`src/rtl/imem_stream_loader.sv`:
```
// Byte-stream loadable, big-endian instruction memory with a registered fetch port.
// A loader streams the program in over a valid/ready handshake, then the CPU fetches word-aligned PCs.
module imem_stream_loader #(
  parameter int DEPTH_WORDS = 64,
  parameter int ADDR_W      = 32,
  parameter int CNT_W       = 16
) (
  input  logic              clk,
  input  logic              rst_n,
  input  logic              load_start,
  input  logic              load_valid,
  input  logic [7:0]        load_data,
  input  logic              load_last,
  output logic              load_ready,
  output logic [CNT_W-1:0]  loaded_bytes,
  output logic              mem_ready,
  input  logic              fetch_req,
  input  logic [ADDR_W-1:0] fetch_addr,
  output logic              fetch_valid,
  output logic [31:0]       fetch_instr,
  output logic              fetch_err
);

  localparam int BYTE_CAP = DEPTH_WORDS * 4;
  localparam int BYTE_AW  = $clog2(BYTE_CAP);
  localparam logic [ADDR_W-1:0] LAST_WORD_ADDR = ADDR_W'(BYTE_CAP - 4);
  localparam logic [CNT_W-1:0]  LAST_BYTE_CNT  = CNT_W'(BYTE_CAP - 1);

  typedef enum logic [1:0] {
    ST_EMPTY   = 2'd0,
    ST_LOADING = 2'd1,
    ST_RUN     = 2'd2
  } state_t;

  // Full-width compare so a PC near 2^ADDR_W cannot wrap back into range.
  function automatic logic fetch_bad(input logic [ADDR_W-1:0] addr);
    return (addr[1:0] != 2'd0) || (addr > LAST_WORD_ADDR);
  endfunction

  logic [7:0]         mem_r [BYTE_CAP];
  state_t             state_r;
  state_t             next_state_s;
  logic [CNT_W-1:0]   count_r;
  logic               accept_s;
  logic               load_done_s;
  logic               fetch_go_s;
  logic [BYTE_AW-3:0] word_idx_s;
  logic [31:0]        word_s;

  // A byte arriving together with load_start is dropped; the restart wins.
  assign accept_s    = (state_r == ST_LOADING) && load_valid && !load_start;
  assign load_done_s = accept_s && (load_last || (count_r == LAST_BYTE_CNT));
  assign fetch_go_s  = (state_r == ST_RUN) && fetch_req && !load_start;

  assign word_idx_s = fetch_addr[BYTE_AW-1:2];
  assign word_s     = {mem_r[{word_idx_s, 2'd0}], mem_r[{word_idx_s, 2'd1}],
                       mem_r[{word_idx_s, 2'd2}], mem_r[{word_idx_s, 2'd3}]};

  assign load_ready   = (state_r == ST_LOADING);
  assign loaded_bytes = count_r;

  // State register.
  always_ff @(posedge clk or negedge rst_n) begin
    if (!rst_n) begin
      state_r <= ST_EMPTY;
    end else begin
      state_r <= next_state_s;
    end
  end

  // Next-state logic.
  always_comb begin
    next_state_s = state_r;
    case (state_r)
      ST_EMPTY: begin
        if (load_start) begin
          next_state_s = ST_LOADING;
        end else begin
          next_state_s = ST_EMPTY;
        end
      end
      ST_LOADING: begin
        if (load_start) begin
          next_state_s = ST_LOADING;
        end else if (load_done_s) begin
          next_state_s = ST_RUN;
        end else begin
          next_state_s = ST_LOADING;
        end
      end
      ST_RUN: begin
        if (load_start) begin
          next_state_s = ST_LOADING;
        end else begin
          next_state_s = ST_RUN;
        end
      end
      default: next_state_s = ST_EMPTY;
    endcase
  end

  // Byte pointer doubles as the loaded-byte count; mem_ready tracks RUN.
  always_ff @(posedge clk or negedge rst_n) begin
    if (!rst_n) begin
      count_r   <= {CNT_W{1'b0}};
      mem_ready <= 1'b0;
    end else begin
      if (load_start) begin
        count_r <= {CNT_W{1'b0}};
      end else if (accept_s) begin
        count_r <= count_r + CNT_W'(1);
      end else begin
        count_r <= count_r;
      end
      mem_ready <= (next_state_s == ST_RUN);
    end
  end

  // Program storage, intentionally not reset.
  always_ff @(posedge clk) begin
    if (accept_s) begin
      mem_r[count_r[BYTE_AW-1:0]] <= load_data;
    end
  end

  // Registered fetch port; data and error hold when no fetch is issued.
  always_ff @(posedge clk or negedge rst_n) begin
    if (!rst_n) begin
      fetch_valid <= 1'b0;
      fetch_instr <= 32'd0;
      fetch_err   <= 1'b0;
    end else if (fetch_go_s) begin
      fetch_valid <= 1'b1;
      if (fetch_bad(fetch_addr)) begin
        fetch_instr <= 32'd0;
        fetch_err   <= 1'b1;
      end else begin
        fetch_instr <= word_s;
        fetch_err   <= 1'b0;
      end
    end else begin
      fetch_valid <= 1'b0;
    end
  end

endmodule

```
`config.mk`:
```
export PLATFORM = sky130hd
export DESIGN_NAME = imem_stream_loader
export DESIGN_NICKNAME = d
export VERILOG_FILES = /design/src/rtl/imem_stream_loader.sv
export SDC_FILE = /design/constraint.sdc
export NUM_CORES = 2
export LEC_CHECK = 0
export CORE_AREA = 2 2 346 604
export CTS_CLUSTER_SIZE = 30
export DETAILED_ROUTE_END_ITERATION = 8
export DIE_AREA = 0 0 348 606
export GPL_ROUTABILITY_DRIVEN = 0
export PLACE_DENSITY = 0.68
export REMOVE_ABC_BUFFERS = 1
export SYNTH_ARGS = -nofsm -noshare
export SYNTH_HDL_FRONTEND = slang
export SYNTH_SLANG_ARGS = --single-unit
export TNS_END_PERCENT = 50
```
`constraint.sdc`:
```
create_clock -name clk -period 2.4 [get_ports clk]
set_clock_uncertainty 0.2 [all_clocks]
set_input_delay 0.24 -clock clk [delete_from_list [all_inputs] [get_ports clk]]
set_output_delay 0.24 -clock clk [all_outputs]
set_load 0.02 [all_outputs]
```
==> flow_summary.json <==
{
  "timing.rr.start": "state_r[1]",
  "final.setup.worst_slack_ps": -2.40,
  "hold_path.startpoint": "fetch_req",
  "final_nets": 5077,
  "grt_antenna_before_repair": 12,
  "violations_in_the_final_reports": "negative setup slack",
  "fp-row-count": 221,
  "final-hold-violation-count": 0,
  "finalInstanceArea_sq_mm": 0.0993,
  "numPortBuffers": 97,
  "synth.distinct_cells": 59,
  "share_comb_of_total_power_pct": 6.3,
  "drt_iter0_drc": 4639,
  "clockPowerShare_pct": 38.7,
  "final_slew_violations": 0,
  "clock_root_cell": "sky130_fd_sc_hd__clkbuf_16",
  "status": "complete, but fails checks",
  "total_leakage_power_nw": 33.6,
  "num_vias": 44800,
  "grt_setup_unrepaired": "yes",
  "core_area_sq_mm": 0.207,
  "start_util_pct": 39.6,
  "net_load_switching_power_w": 0.0157,
  "nFillCells": 16600,
  "vias_in_the_first_global_route": 46000,
  "path_clk_slew_ps": 70,
  "peakVddDrop_v": 0.000544,
  "yosys_warnings": 0,
  "gr-usage-all-layers_pct": 21.9,
  "yosysSeqAreaShare_pct": 76.7,
  "synth_area_sq_mm": 0.0819,
  "whs_path_depth": 5,
  "fin_crit_ps": 2400,
  "multi_input_area_sq_mm": 0.0181,
  "capture_endpoint_of_the_worst_hold_path": "fetch_valid",
  "regArea_sq_mm": 0.0628,
  "syn2layout_area_growth_pct": 21.3,
  "number_of_enable_flip_flop_cells_after_synthesis": 2048,
  "final.setup.tns_ps": -2.40,
  "reg2reg_depth": 8,
  "critical_path.n_buffers_inverters": 4,
  "wire_length_of_the_first_global_routing_pass_um": 329000,
  "layout.cells.most_common_list": "sky130_fd_sc_hd__edfxtp_1, sky130_fd_sc_hd__buf_4, sky130_fd_sc_hd__mux2i_1",
  "tightest_slew_ps": 789,
  "worst_ep_required_time_ps": 2710,
  "tritoncts.num_buffers": 183,
  "part_of_the_power_in_registers_pct": 55.0,
  "timing.slew.headroom_pct": 47.4,
  "power-per-cell-area_mw_per_mm2": 737,
  "placement.cell_area_sq_mm": 0.0928,
  "cap_viol_max_count": 0,
  "cp_top_family": "simple AND/OR/NAND/NOR gates",
  "syn_inst": 4086,
  "crit_path_cell_trace": "buf_4 -> and3b_2 -> and3_4 -> buf_4 -> nand2_1 -> buf_12 -> nor2_2 -> buf_6",
  "maximum_root_to_sink_buffer_count": 4,
  "clock_sinks": 2101,
  "wire_per_inst_um": 29.7,
  "detail_route.drc_violations": 0,
  "layout-drive-gt1-share_pct": 32.1,
  "most_frequent_standard_cell_in_the_layout_excluding_fill_and_tap_cells": "sky130_fd_sc_hd__edfxtp_1",
  "timing.critical_path.slowest_stage_cell": "sky130_fd_sc_hd__dfrtp_1",
  "grt_max_degree": 85,
  "ys_dominant_reg_cell": "sky130_fd_sc_hd__edfxtp_1",
  "reg2reg_slack_ps": -2,
  "count_of_final_setup_violators": 1,
  "maxClockFrequency_mhz": 416,
  "insertion_delay_ps": 850,
  "critical_r2r_capture": "mem_r[48][3]",
  "synthArstFlopShare_pct": 2.52,
  "timing.critical_path.mode_cell": "sky130_fd_sc_hd__buf_4",
  "path_class": "flop to flop",
  "antenna_left": 0,
  "critical_path_peak_fanout": 16,
  "critical_path.endpoint_type": "flop",
  "detailedRoute.firstPassIterationCount": 5,
  "vias_per_cell": 5.71,
  "count_of_h_tree_levels_built_during_cts": 4,
  "die_h_um": 606,
  "postRouteWirelength_um": 233000,
  "dieWidth_um": 348,
  "postSynthAreaPerCell_sq_um": 20.0,
  "post-route-period-util_pct": 100,
  "p_sw_share_pct": 21.5,
  "grt_remaining_overflow": 0,
  "worstHoldPathType": "input pin to flop",
  "postSynthRegisterBits": 2101,
  "cell_internal_pwr_w": 0.0575,
  "num_io_pins": 98,
  "dpl.hpwl_um": 160000,
  "setup.worst_path.start_class": "flop",
  "delay_of_the_slowest_cell_on_the_worst_path_ps": 400,
  "critical_path_arrival_ps": 2710,
  "die-area_sq_mm": 0.211,
  "clock_tree_from_tritoncts": "built"
}
==> sequential cells by signal (all words and copies together) (netlist names) <==
register	cells
loaded_bytes	16
mem_r	2048
fetch_instr	32
fetch_valid	1
fetch_err	1
mem_ready	1
state_r	2
==> final cells by class <==
class,count,share of cell area (%)
diodes,5,0.0126
repair buffers,998,9.51
flip-flops and latches,2101,63.3
clock inverters,95,0.746
clock buffers,228,4.88
well taps,2676,3.37
multi-input cells,1736,18.2
inverters,7,0.0302
==> cell usage after synthesis, types with 4 or more instances <==
cell | instances | area (sq um)
sky130_fd_sc_hd__o22ai_1 | 21 | 131
sky130_fd_sc_hd__a22o_1 | 6 | 52.6
sky130_fd_sc_hd__a22oi_1 | 207 | 1550
sky130_fd_sc_hd__nor2_1 | 298 | 1120
sky130_fd_sc_hd__o21ai_0 | 25 | 125
sky130_fd_sc_hd__buf_2 | 32 | 160
sky130_fd_sc_hd__and3_1 | 15 | 93.8
sky130_fd_sc_hd__nor3_1 | 5 | 25.0
sky130_fd_sc_hd__buf_4 | 34 | 255
sky130_fd_sc_hd__or3_1 | 9 | 56.3
sky130_fd_sc_hd__buf_1 | 10 | 37.5
sky130_fd_sc_hd__o31ai_1 | 6 | 45.0
sky130_fd_sc_hd__a31oi_1 | 17 | 106
sky130_fd_sc_hd__a211oi_1 | 8 | 60.1
sky130_fd_sc_hd__o32ai_1 | 4 | 35.0
sky130_fd_sc_hd__buf_6 | 41 | 462
sky130_fd_sc_hd__nor2b_1 | 19 | 119
sky130_fd_sc_hd__a32o_1 | 7 | 70.1
sky130_fd_sc_hd__inv_1 | 6 | 22.5
sky130_fd_sc_hd__mux2i_1 | 379 | 3790
sky130_fd_sc_hd__dfrtp_1 | 53 | 1330
sky130_fd_sc_hd__and2_1 | 4 | 25.0
sky130_fd_sc_hd__nand4_1 | 21 | 131
sky130_fd_sc_hd__clkbuf_1 | 122 | 458
sky130_fd_sc_hd__o221ai_1 | 4 | 35.0
sky130_fd_sc_hd__edfxtp_1 | 2048 | 61500
sky130_fd_sc_hd__nand2_1 | 110 | 413
sky130_fd_sc_hd__xor2_1 | 10 | 87.6
sky130_fd_sc_hd__nor4_1 | 10 | 62.6
sky130_fd_sc_hd__a41oi_1 | 4 | 35.0
sky130_fd_sc_hd__mux4_2 | 367 | 8270
sky130_fd_sc_hd__nor4b_1 | 4 | 35.0
sky130_fd_sc_hd__ha_1 | 4 | 50.1
sky130_fd_sc_hd__a21oi_1 | 46 | 230
sky130_fd_sc_hd__nand3_1 | 71 | 355
sky130_fd_sc_hd__mux2_2 | 20 | 225
sky130_fd_sc_hd__nand2b_1 | 7 | 43.8
==> cells by family after synthesis <==
kind of cell	count (synthesis)	synth area share, %
xor+xnor	11	0.118
flops	2101	76.7
buf+inv	249	1.78
compound gates	370	3.18
mux	766	15.0
fa+ha+maj	4	0.0611
simple gates	585	3.14
==> per-stage QoR <==
| stage | total power, W | hold slack (ps) | cells | setup slack (ps) | util [%] |
|---|---|---|---|---|---|
| after floorplan | 0.0425 | -256 | 3844 | -1660 | - |
| after global placement | 0.0455 | 149 | 7494 | -690 | 44.9 |
| after detailed placement | 0.0456 | 154 | 7494 | -724 | 44.9 |
| after CTS | 0.0735 | 95.8 | 7837 | 1.20 | 47.8 |
| after global routing | 0.0749 | 142 | 7842 | -92.1 | 48.1 |
| final | 0.0732 | 148 | 7846 | -2.40 | 48.1 |
==> how the worst max path moves through the flow <==
stage | from | endpoint | slack (ps) | cells after the start
floorplan | fetch_addr[3] | fetch_instr[16] | -1660 | 6
global placement | load_start | fetch_instr[3] | -690 | 12
detailed placement | load_start | fetch_instr[6] | -720 | 11
CTS | fetch_instr[19] | fetch_instr[19] | 1 | 1
global route | state_r[1] | mem_r[119][1] | -90 | 9
finish | state_r[1] | mem_r[48][3] | -2 | 8
==> per-layer routing <==
layer / global-route usage, % / up-vias / routed length (um)
met4: 13.1 / 2 / 15500
met1: 24.6 / 23400 / 78400
met5: 0 / - / 13
li1: - / 18600 / -
met2: 39.3 / 2202 / 123000
met3: 3.11 / 546 / 16800
==> worst reg2reg max path: stages, from the launching register on <==
cell and delay (ps):
sky130_fd_sc_hd__dfrtp_1 400, sky130_fd_sc_hd__buf_4 140, sky130_fd_sc_hd__and3b_2 290, sky130_fd_sc_hd__and3_4 270, sky130_fd_sc_hd__buf_4 130, sky130_fd_sc_hd__nand2_1 80
sky130_fd_sc_hd__buf_12 190, sky130_fd_sc_hd__nor2_2 210, sky130_fd_sc_hd__buf_6 160
==> timing repair <==
item                                   in CTS  in global routing
pin swaps                                   3                  5
hold buffers                               18                  0
resized for setup                          72                162
endpoints found under the hold margin     898                  0
setup buffers                               2                  1
setup endpoints to repair                 240                907
gates cloned                                0                  3
==> power groups by stage <==
stage | combinational [W] | clock (W) | sequential, W
6_report | 0.00458 | 0.0283 | 0.0403
5_1_grt | 0.00477 | 0.0298 | 0.0403
4_1_cts | 0.00457 | 0.0287 | 0.0403
3_5_place_dp | 0.00451 | 0 | 0.0411
3_3_place_gp | 0.00445 | 0 | 0.0411
2_1_floorplan | 0.00141 | 0 | 0.0411
Note: power is estimated with default switching activity, not from simulation.
